File: src/rtl/riscv_pkg.sv
// Shared encodings for the multicycle RV32I-subset core: opcodes, ALU controls,
// immediate formats, PC sources and controller states.
package riscv_pkg;

  localparam logic [6:0] OP_LW  = 7'b0000011;
  localparam logic [6:0] OP_SW  = 7'b0100011;
  localparam logic [6:0] OP_R   = 7'b0110011;
  localparam logic [6:0] OP_I   = 7'b0010011;
  localparam logic [6:0] OP_BEQ = 7'b1100011;
  localparam logic [6:0] OP_JAL = 7'b1101111;

  localparam logic [2:0] ALU_ADD = 3'b000;
  localparam logic [2:0] ALU_SUB = 3'b001;
  localparam logic [2:0] ALU_AND = 3'b010;
  localparam logic [2:0] ALU_OR  = 3'b011;
  localparam logic [2:0] ALU_SLT = 3'b101;

  typedef enum logic [1:0] {IMM_I, IMM_S, IMM_B, IMM_J} imm_src_e;
  typedef enum logic [1:0] {PC_PLUS4, PC_ALUOUT, PC_ALURES} pc_src_e;

  typedef enum logic [3:0] {
    S_FETCH, S_DECODE, S_MEMADR, S_MEMREAD, S_MEMWB, S_MEMWRITE,
    S_EXECR, S_EXECI, S_ALUWB, S_BEQ, S_JAL, S_TRAP
  } state_e;

endpackage

File: src/rtl/mc_controller.sv
// Multicycle control FSM with main and ALU decoders; drives datapath enables
// and mux selects. Memory/trap/regfile strobes are forced low while in reset.
module mc_controller
  import riscv_pkg::*;
(
  input  logic       clk_i,
  input  logic       reset_i,
  input  logic [6:0] op_i,
  input  logic [2:0] funct3_i,
  input  logic [6:0] funct7_i,
  input  logic       zero_i,
  input  logic       mem_ready_i,
  output logic       mem_req_o,
  output logic       mem_write_o,
  output logic       adr_src_o,
  output logic       ir_we_o,
  output logic       ab_we_o,
  output logic       data_we_o,
  output logic       aluout_we_o,
  output logic       aluout_src_o,
  output logic       rf_we_o,
  output logic       rf_wsrc_o,
  output logic       pc_we_o,
  output logic [1:0] pc_src_o,
  output logic       alu_srca_o,
  output logic       alu_srcb_o,
  output logic [1:0] imm_src_o,
  output logic [2:0] alu_ctrl_o,
  output logic       trap_o
);

  state_e     state_q, state_d;
  logic       r_ok, i_ok;
  logic [2:0] alu_dec;

  always_ff @(posedge clk_i) begin
    if (reset_i) state_q <= S_FETCH;
    else         state_q <= state_d;
  end

  always_comb begin
    r_ok = ((funct7_i == 7'b0000000) && (funct3_i inside {3'b000, 3'b111, 3'b110, 3'b010}))
        || ((funct7_i == 7'b0100000) && (funct3_i == 3'b000));
    i_ok = funct3_i inside {3'b000, 3'b111, 3'b110, 3'b010};
    case (funct3_i)
      3'b111:  alu_dec = ALU_AND;
      3'b110:  alu_dec = ALU_OR;
      3'b010:  alu_dec = ALU_SLT;
      default: alu_dec = ((op_i == OP_R) && funct7_i[5]) ? ALU_SUB : ALU_ADD;
    endcase
  end

  always_comb begin
    state_d      = state_q;
    mem_req_o    = 1'b0;
    mem_write_o  = 1'b0;
    adr_src_o    = 1'b0;
    ir_we_o      = 1'b0;
    ab_we_o      = 1'b0;
    data_we_o    = 1'b0;
    aluout_we_o  = 1'b0;
    aluout_src_o = 1'b0;
    rf_we_o      = 1'b0;
    rf_wsrc_o    = 1'b0;
    pc_we_o      = 1'b0;
    pc_src_o     = PC_PLUS4;
    alu_srca_o   = 1'b0;
    alu_srcb_o   = 1'b0;
    imm_src_o    = IMM_I;
    alu_ctrl_o   = ALU_ADD;
    trap_o       = 1'b0;
    case (state_q)
      S_FETCH: begin
        mem_req_o = 1'b1;
        if (mem_ready_i) begin
          ir_we_o = 1'b1;
          pc_we_o = 1'b1;
          state_d = S_DECODE;
        end
      end
      S_DECODE: begin
        // Branch target is precomputed here so BEQ needs only a compare cycle.
        ab_we_o     = 1'b1;
        aluout_we_o = 1'b1;
        alu_srca_o  = 1'b1;
        alu_srcb_o  = 1'b1;
        imm_src_o   = IMM_B;
        case (op_i)
          OP_LW, OP_SW: state_d = S_MEMADR;
          OP_R:         state_d = r_ok ? S_EXECR : S_TRAP;
          OP_I:         state_d = i_ok ? S_EXECI : S_TRAP;
          OP_BEQ:       state_d = S_BEQ;
          OP_JAL:       state_d = S_JAL;
          default:      state_d = S_TRAP;
        endcase
      end
      S_MEMADR: begin
        aluout_we_o = 1'b1;
        alu_srcb_o  = 1'b1;
        imm_src_o   = (op_i == OP_SW) ? IMM_S : IMM_I;
        state_d     = (op_i == OP_SW) ? S_MEMWRITE : S_MEMREAD;
      end
      S_MEMREAD: begin
        mem_req_o = 1'b1;
        adr_src_o = 1'b1;
        if (mem_ready_i) begin
          data_we_o = 1'b1;
          state_d   = S_MEMWB;
        end
      end
      S_MEMWB: begin
        rf_we_o   = 1'b1;
        rf_wsrc_o = 1'b1;
        state_d   = S_FETCH;
      end
      S_MEMWRITE: begin
        mem_req_o   = 1'b1;
        mem_write_o = 1'b1;
        adr_src_o   = 1'b1;
        if (mem_ready_i) state_d = S_FETCH;
      end
      S_EXECR, S_EXECI: begin
        aluout_we_o = 1'b1;
        alu_srcb_o  = (state_q == S_EXECI);
        alu_ctrl_o  = alu_dec;
        state_d     = S_ALUWB;
      end
      S_ALUWB: begin
        rf_we_o = 1'b1;
        state_d = S_FETCH;
      end
      S_BEQ: begin
        alu_ctrl_o = ALU_SUB;
        pc_we_o    = zero_i;
        pc_src_o   = PC_ALUOUT;
        state_d    = S_FETCH;
      end
      S_JAL: begin
        // PC already holds OldPC+4, which is the link value.
        pc_we_o      = 1'b1;
        pc_src_o     = PC_ALURES;
        alu_srca_o   = 1'b1;
        alu_srcb_o   = 1'b1;
        imm_src_o    = IMM_J;
        aluout_we_o  = 1'b1;
        aluout_src_o = 1'b1;
        state_d      = S_ALUWB;
      end
      S_TRAP:  trap_o = 1'b1;
      default: state_d = S_TRAP;
    endcase
    if (reset_i) begin
      mem_req_o   = 1'b0;
      mem_write_o = 1'b0;
      rf_we_o     = 1'b0;
      trap_o      = 1'b0;
    end
  end

endmodule

File: src/rtl/riscv_multicycle.sv
// Multicycle RV32I-subset core with one shared, ready-handshaked memory port.
// Datapath is inline; sequencing lives in mc_controller.
module riscv_multicycle
  import riscv_pkg::*;
#(
  parameter int              XLEN     = 32,
  parameter logic [XLEN-1:0] RESET_PC = '0
) (
  input  logic            clk,
  input  logic            reset,
  output logic            MemReq,
  output logic            MemWrite,
  output logic [XLEN-1:0] MemAdr,
  output logic [XLEN-1:0] WriteData,
  input  logic [XLEN-1:0] ReadData,
  input  logic            MemReady,
  output logic            Trap
);

  logic [XLEN-1:0] pc_q, pc_d, oldpc_q, data_q, a_q, b_q, aluout_q;
  logic [31:0]     ir_q, imm32;
  logic [XLEN-1:0] imm, srca, srcb, alu_res, rs1_val, rs2_val, rf_wdata;
  logic [XLEN-1:0] rf_q [1:31];
  logic            adr_src, ir_we, ab_we, data_we, aluout_we, aluout_src;
  logic            rf_we, rf_wsrc, pc_we, alu_srca, alu_srcb;
  logic [1:0]      pc_src, imm_src;
  logic [2:0]      alu_ctrl;
  logic [4:0]      rd, rs1, rs2;

  mc_controller u_ctrl (
    .clk_i        (clk),
    .reset_i      (reset),
    .op_i         (ir_q[6:0]),
    .funct3_i     (ir_q[14:12]),
    .funct7_i     (ir_q[31:25]),
    .zero_i       (alu_res == '0),
    .mem_ready_i  (MemReady),
    .mem_req_o    (MemReq),
    .mem_write_o  (MemWrite),
    .adr_src_o    (adr_src),
    .ir_we_o      (ir_we),
    .ab_we_o      (ab_we),
    .data_we_o    (data_we),
    .aluout_we_o  (aluout_we),
    .aluout_src_o (aluout_src),
    .rf_we_o      (rf_we),
    .rf_wsrc_o    (rf_wsrc),
    .pc_we_o      (pc_we),
    .pc_src_o     (pc_src),
    .alu_srca_o   (alu_srca),
    .alu_srcb_o   (alu_srcb),
    .imm_src_o    (imm_src),
    .alu_ctrl_o   (alu_ctrl),
    .trap_o       (Trap)
  );

  assign rd  = ir_q[11:7];
  assign rs1 = ir_q[19:15];
  assign rs2 = ir_q[24:20];

  always_comb begin
    case (imm_src)
      IMM_S:   imm32 = {{20{ir_q[31]}}, ir_q[31:25], ir_q[11:7]};
      IMM_B:   imm32 = {{20{ir_q[31]}}, ir_q[7], ir_q[30:25], ir_q[11:8], 1'b0};
      IMM_J:   imm32 = {{12{ir_q[31]}}, ir_q[19:12], ir_q[20], ir_q[30:21], 1'b0};
      default: imm32 = {{20{ir_q[31]}}, ir_q[31:20]};
    endcase
  end
  assign imm = XLEN'($signed(imm32));

  assign srca = alu_srca ? oldpc_q : a_q;
  assign srcb = alu_srcb ? imm : b_q;

  always_comb begin
    alu_res = '0;
    case (alu_ctrl)
      ALU_SUB: alu_res = srca - srcb;
      ALU_AND: alu_res = srca & srcb;
      ALU_OR:  alu_res = srca | srcb;
      ALU_SLT: alu_res[0] = ($signed(srca) < $signed(srcb));
      default: alu_res = srca + srcb;
    endcase
  end

  always_comb begin
    case (pc_src)
      PC_ALUOUT: pc_d = aluout_q;
      PC_ALURES: pc_d = alu_res;
      default:   pc_d = pc_q + XLEN'(4);
    endcase
  end

  assign rs1_val   = (rs1 == 5'd0) ? '0 : rf_q[rs1];
  assign rs2_val   = (rs2 == 5'd0) ? '0 : rf_q[rs2];
  assign rf_wdata  = rf_wsrc ? data_q : aluout_q;
  assign MemAdr    = adr_src ? aluout_q : pc_q;
  assign WriteData = b_q;

  always_ff @(posedge clk) begin
    if (reset) begin
      pc_q     <= RESET_PC;
      oldpc_q  <= '0;
      ir_q     <= '0;
      data_q   <= '0;
      a_q      <= '0;
      b_q      <= '0;
      aluout_q <= '0;
    end else begin
      if (pc_we) pc_q <= pc_d;
      if (ir_we) begin
        ir_q    <= ReadData[31:0];
        oldpc_q <= pc_q;
      end
      if (ab_we) begin
        a_q <= rs1_val;
        b_q <= rs2_val;
      end
      if (data_we)   data_q   <= ReadData;
      if (aluout_we) aluout_q <= aluout_src ? pc_q : alu_res;
    end
  end

  // Register file is deliberately not reset; x0 is never stored.
  always_ff @(posedge clk) begin
    if (rf_we && (rd != 5'd0)) rf_q[rd] <= rf_wdata;
  end

endmodule

File: config.mk
export PLATFORM = sky130hd
export DESIGN_NAME = riscv_multicycle
export DESIGN_NICKNAME = d
export VERILOG_FILES = /design/src/rtl/riscv_pkg.sv /design/src/rtl/mc_controller.sv /design/src/rtl/riscv_multicycle.sv
export SDC_FILE = /design/constraint.sdc
export NUM_CORES = 2
export LEC_CHECK = 0
export BUFFER_PORTS_ARGS = -buffer_cell sky130_fd_sc_hd__buf_2
export CORE_MARGIN = 2
export CORE_UTILIZATION = 60
export DETAILED_ROUTE_END_ITERATION = 12
export PLACE_DENSITY = 0.77
export REMOVE_ABC_BUFFERS = 1
export SYNTH_ARGS = -nofsm -noshare
export SYNTH_HDL_FRONTEND = slang
export SYNTH_SLANG_ARGS = --single-unit
File: constraint.sdc
create_clock -name clk -period 12.6 [get_ports clk]
set_input_delay 2.52 -clock clk [delete_from_list [all_inputs] [get_ports clk]]
set_output_delay 2.52 -clock clk [all_outputs]
set_load 0.03 [all_outputs]
# Word level (Yosys, flattened, before mapping)
# Memories as Yosys holds them, arrays and structs flattened. A register that Yosys moved wholly into a read port is not among the register bits.
# Index checks and enable logic that the tools add are counted.
# totals
register_bits	228
ramBits	992
in_bits	35
output_inout_bits	67
elab_cells	123
n_memories	1
# mem_list
memory	words	width	read_ports	rd_clocked_by_memory_dff	wr	line_no	text
rf_q	31	32	2	2	1	riscv_multicycle.sv:23	logic [XLEN-1:0] rf_q [1:31];
# classes
addsub	3
order_cmp	1
eq_ne	33
muxes	50
bitwise	3
reduce_logical	24
# ops
op	n
32-bit 2-to-1 mux	7
31-bit one-hot mux with 4 select lines	1
32-bit one-hot mux with 2 select lines	1
20-bit one-hot mux with 3 select lines	1
32-bit by 3-bit adder with 32-bit output, second input constant	1
32-bit adder	1
32-bit AND	1
32-bit logical NOT	1
32-bit less-than comparator	1
32-bit bitwise OR	1
4-bit one-hot mux with 8 select lines	1
32-bit subtractor	1
7-bit by 6-bit equality test with 1-bit output, second input constant	3
1-bit 2-to-1 mux	21
4-bit 2-to-1 mux	5
5-bit 2-to-1 mux	4
4-bit one-hot mux with 5 select lines	1
4-bit by 3-bit equality test with 1-bit output, second input constant	4
4-bit equality test, second input constant	4
7-bit equality test, second input constant	2
3-bit OR reduction	4
5-bit logical NOT	2
2-bit OR reduction	5
3-bit by 2-bit equality test with 1-bit output, second input constant	3
27 further kinds	38

# Depth between registers and ports, before layout
# depth
depth_word	10
ltp_mapped	27
mapped_depth_nobuf	25

# By module
# From an unflattened synthesis, not the netlist that was laid out.
# hier_totals
hier_cells	4260
area_unflattened_um2	62499.9
# by_module_without_submodules
mod	instances	cells_per_inst	area_each_um2	seq_area_each_um2
riscv_multicycle	1	4158	61789.3	34473.1
mc_controller	1	102	710.7	80.1

# Least setup slack after synthesis
# No wires, ideal clock.
# synth_timing
path_type	input -> output
startpoint	in reset
endpoint	out Trap
t_arrival_ns	3.662
t_required_ns	10.080
slack_ns	6.418
stages	3
path_buffers	2
cell_sequence	clkbuf_1 > clkbuf_1 > nor3b_1
# synth_between
elab_chain_cells	1
# synth_rtl
item	line_no	text
from (decl)	riscv_multicycle.sv:10	input logic reset,
1-bit 2-to-1 mux	mc_controller.sv:152	if (reset_i) begin
to (decl)	riscv_multicycle.sv:17	output logic Trap
# Every way passes these cells.

# Final worst setup path
# layout_timing
startpoint	reg u_ctrl.state_q[2]
endpoint	reg pc_q[18]
# layout_between
elab_chain_cells	9
word_cells_on_any_way	37
classes_between	2 x add/sub; 1 x order compare; 15 x eq/ne; 12 x mux; 2 x bitwise; 5 x reduce/logical
# layout_rtl
item	line_no	text
from (decl)	mc_controller.sv:32	state_e state_q, state_d;
from (signal assigned)	mc_controller.sv:38	else state_q <= state_d;
4-bit equality test, or another cell as far along	mc_controller.sv:72	case (state_q)
2-bit one-hot mux with 3 select lines	mc_controller.sv:72	
2-bit equality test / 2-bit by 1-bit equality test with 1-bit output (equally long branches)	riscv_multicycle.sv:62	case (imm_src)
20-bit one-hot mux with 3 select lines	riscv_multicycle.sv:62	
32-bit 2-to-1 mux	riscv_multicycle.sv:72	assign srcb = alu_srcb ? imm : b_q;
32-bit adder, or another cell as far along	riscv_multicycle.sv:81	default: alu_res = srca + srcb;
1-bit one-hot mux with 4 select lines / 31-bit one-hot mux with 4 select lines (equally long branches)	riscv_multicycle.sv:76	case (alu_ctrl)
32-bit logical NOT	riscv_multicycle.sv:36	.zero_i (alu_res == '0),
1-bit one-hot mux with 3 select lines	mc_controller.sv:72	
to (signal assigned)	riscv_multicycle.sv:109	if (pc_we) pc_q <= pc_d;
to (decl)	riscv_multicycle.sv:20	logic [XLEN-1:0] pc_q, pc_d, oldpc_q, data_q, a_q, b_q, aluout_q;
# Several ways; a longest one is shown, not always the timed one.
# A chain may end at the register's enable or synchronous reset.

==> reports/qor.json <==
{
  "timing": {
    "final.hold.worst_slack_ns": 0.451,
    "actual_slew_at_the_worst_max_slew_pin_ns": 1.27,
    "report.final.hold_viol_count": 0,
    "grt_setup_unrepaired": "no",
    "final_max_slew_viol_count": 0,
    "final_setup_violations": 0,
    "clock_skew_ns": 0.0358,
    "layout_worst_path_cycle_share_pct": 65.4,
    "timing.slew.headroom_pct": 15.4,
    "setup-tns-final_ns": 0,
    "period_minus_slack_ns": 8.24,
    "max_freq_ghz": 0.121
  },
  "routing": {
    "drc": 0,
    "drt_wl_total_um": 210000,
    "routedWlPerCell_um": 36.1,
    "num_vias": 43593,
    "drt_initial_violations": 7930,
    "dr.pass1.iters": 7,
    "detail-route-antenna-nets": 0,
    "drt-vias-per-instance": 7.49
  },
  "setup_path": {
    "setup.worst_path.end_class": "flip-flop",
    "critPathLaunchType": "flip-flop",
    "critical_path.reg2reg.startpoint": "u_ctrl.state_q[2]$_SDFFE_PP0P_",
    "crit_type": "reg -> reg",
    "critical_path.max_fanout": 46,
    "crit_path_top_delay_cell": "dfxtp_1",
    "setup.worst_path.start": "u_ctrl.state_q[2]$_SDFFE_PP0P_",
    "timing.critical_path.cells": "nor2_1 -> nand2_4 -> buf_4 -> o21ai_4 -> nor2_1 -> a21oi_1 -> ha_1 -> inv_2 -> a221o_1 -> o21ba_1 -> o311ai_0 -> nand2_1 -> xnor2_1 -> a221oi_1 -> and2_1 -> nand4b_1 -> or4_4 -> nand2_8 -> o21ai_0 -> a221oi_1",
    "worst-endpoint-required_ns": 13.22,
    "worst-endpoint-arrival_ns": 8.86,
    "critical-path-max-stage-delay_ns": 0.86
  },
  "floorplan": {
    "die_h_um": 327,
    "die_area_um2": 107000,
    "initial_core_util_pct": 60.4,
    "placeableCoreArea_um2": 103000,
    "die_x_um": 327,
    "floorplan.rows": 118,
    "design.portCount": 102
  },
  "layout": {
    "filler_cell_count": 7042,
    "syn2layout_area_growth_pct": 9.14,
    "layout_cell_share_with_drive_strength_beyond_1_pct": 25.6,
    "leading_cell_types_in_the_layout_fill_and_taps_excluded": "edfxtp_1 (992), mux4_2 (576), nor2_1 (377)",
    "final_net_count": 4473,
    "multi_input_area_um2": 26500,
    "layout_commonest_cell": "edfxtp_1",
    "layout.area.seq_um2": 34600,
    "stdcell_area_um2": 68200
  },
  "cts": {
    "htree_levels": 3,
    "tritoncts": "done",
    "clock-sinks": 1230,
    "cts_post_setup_buffers_inserted": 0,
    "ctsHoldBuffers": 0,
    "clockRootBuffer": "clkbuf_16",
    "insertion_delay_ns": 0.75,
    "cts.reportedPaths.clkPinSlew_ns": 0.07,
    "ctsLongestPathBuffers": 3,
    "cts_made_buffers": 117,
    "cts-resized-gates": 0
  },
  "global_route": {
    "grt_start_max_net_pins": 161,
    "antenna_found_initial": 17,
    "globalRoute.totalOverflow": 0,
    "first_global_vias": 42451,
    "grt.total_usage_pct": 39.2,
    "grt_first_pass_wirelength_um": 299000
  },
  "synthesis": {
    "synth_top_flop_cell": "edfxtp_1",
    "ys_types": 93,
    "synth_edf_count": 992,
    "synth_sequential_area_ratio_pct": 55.3,
    "async_reset_ff_share_pct": 0,
    "synth_cells": 4369,
    "syn_area_per_cell_um2": 14.3,
    "postSynthRegisterBits": 1230,
    "synthesis.area_um2": 62500,
    "yosysWarningCount": 0
  },
  "status": {
    "result_of_the_run": "completed"
  },
  "placed_design": {
    "io_buffer_count": 101,
    "place_hpwl_um": 127000,
    "placement.cell_area_um2": 64400,
    "gp_weighted_congestion": 1.01
  },
  "power_and_ir_drop": {
    "power-per-cell-area_nw_per_um2": 199,
    "total_switching_power_w": 0.00510,
    "power.share.clock_pct": 25.5,
    "leakagePower_nw": 21.8,
    "power.share.combinational_pct": 36.2,
    "seq_power_share_pct": 38.2,
    "switching_share_pct": 37.6,
    "vdd_drop_max_v": 0.000177,
    "internal_power_w": 0.00845
  },
  "run": {
    "drv_cap": 0
  },
  "worst_hold_path": {
    "min_path_type": "reg -> reg",
    "hold_path_startpoint": "oldpc_q[30]$_SDFFE_PP0P_"
  }
}
## registers in the layout (all words and copies together) (netlist names), named ones only
name	cells
oldpc_q	32
WriteData	32
u_ctrl.state_q	4
data_q	32
rf_q	992
pc_q	32
aluout_q	32
ir_q	32
a_q	32
## cell usage after synthesis (37+ instances only)
cell type	count	area share, %
a211oi_1	37	0.44
edfxtp_1	992	48
inv_1	106	0.64
mux2_2	95	1.7
nor2_1	410	2.5
o21ai_0	65	0.52
nand3_1	49	0.39
clkbuf_1	227	1.4
ha_1	101	2.0
a21oi_1	354	2.8
mux2i_1	154	2.5
mux4_2	576	21
buf_1	87	0.52
dfxtp_1	238	7.6
nand2_1	360	2.2
## worst max-delay path, delay by kind of cell, from the launching register on
family | cells | cell delay (ns)
fa+ha+maj | 1 | 0.56
buf+inv | 2 | 0.73
xor+xnor | 1 | 0.20
compound gates | 8 | 3.25
flops | 1 | 0.86
simple gates | 8 | 2.45
## path summary, 6_finish.rpt
| kind | end | slack, ns | depth (start not counted) |
|---|---|---|---|
| setup reg to reg | pc_q[18]$_SDFFE_PP0P_ | 4.36 | 20 |
| hold reg to reg | oldpc_q[30]$_SDFFE_PP0P_ | 0.45 | 2 |
| setup / recovery | pc_q[18]$_SDFFE_PP0P_ | 4.36 | 20 |
| hold / removal | oldpc_q[30]$_SDFFE_PP0P_ | 0.45 | 2 |
## metrics by stage
stage / power (W) / setup WS, ns / utilization [%] / std cells
floorplan: 0.00888 / 0.732 / - / 4031
global placement: 0.00995 / 4.80 / 62.4 / 5596
detailed placement: 0.00997 / 4.59 / 62.4 / 5596
CTS: 0.0134 / 4.58 / 65.9 / 5818
global route: 0.0139 / 3.98 / 66.0 / 5819
finish: 0.0136 / 4.36 / 66.0 / 5824
## cell type report
cell class | count | share of cell area (%)
flip-flops and latches | 1230 | 50.7
multi-input cells | 2690 | 38.9
clock buffers | 155 | 4.69
well taps | 1380 | 2.53
repair buffers | 185 | 1.75
clock inverters | 67 | 0.760
inverters | 111 | 0.611
diodes | 6 | 0.0220
## cell families after synthesis
logic type | after synthesis | synth area share (%)
and+or+nand+nor | 975 | 6.64
xor gates and xnor gates | 14 | 0.196
DFF | 1230 | 55.3
buffers and inverters | 449 | 2.82
AOI/OAI and AO/OA | 773 | 7.99
adders and majority gates | 103 | 2.09
muxes | 825 | 24.9
## power groups by stage
stage / logic, W / clock network, W / registers, W
after floorplan: 0.00356 / 0 / 0.00533
after global placement: 0.00470 / 0 / 0.00524
after detailed placement: 0.00473 / 0 / 0.00524
after CTS: 0.00477 / 0.00346 / 0.00516
after global routing: 0.00516 / 0.00360 / 0.00518
final: 0.00491 / 0.00346 / 0.00518
## metal layers
metal	track usage [%]	part of all wire, %
met5	0	0.064
met4	22.1	6.4
met3	12.1	14
met2	59.1	46
met1	51.1	34
Note: power is estimated with default switching activity, not from simulation.
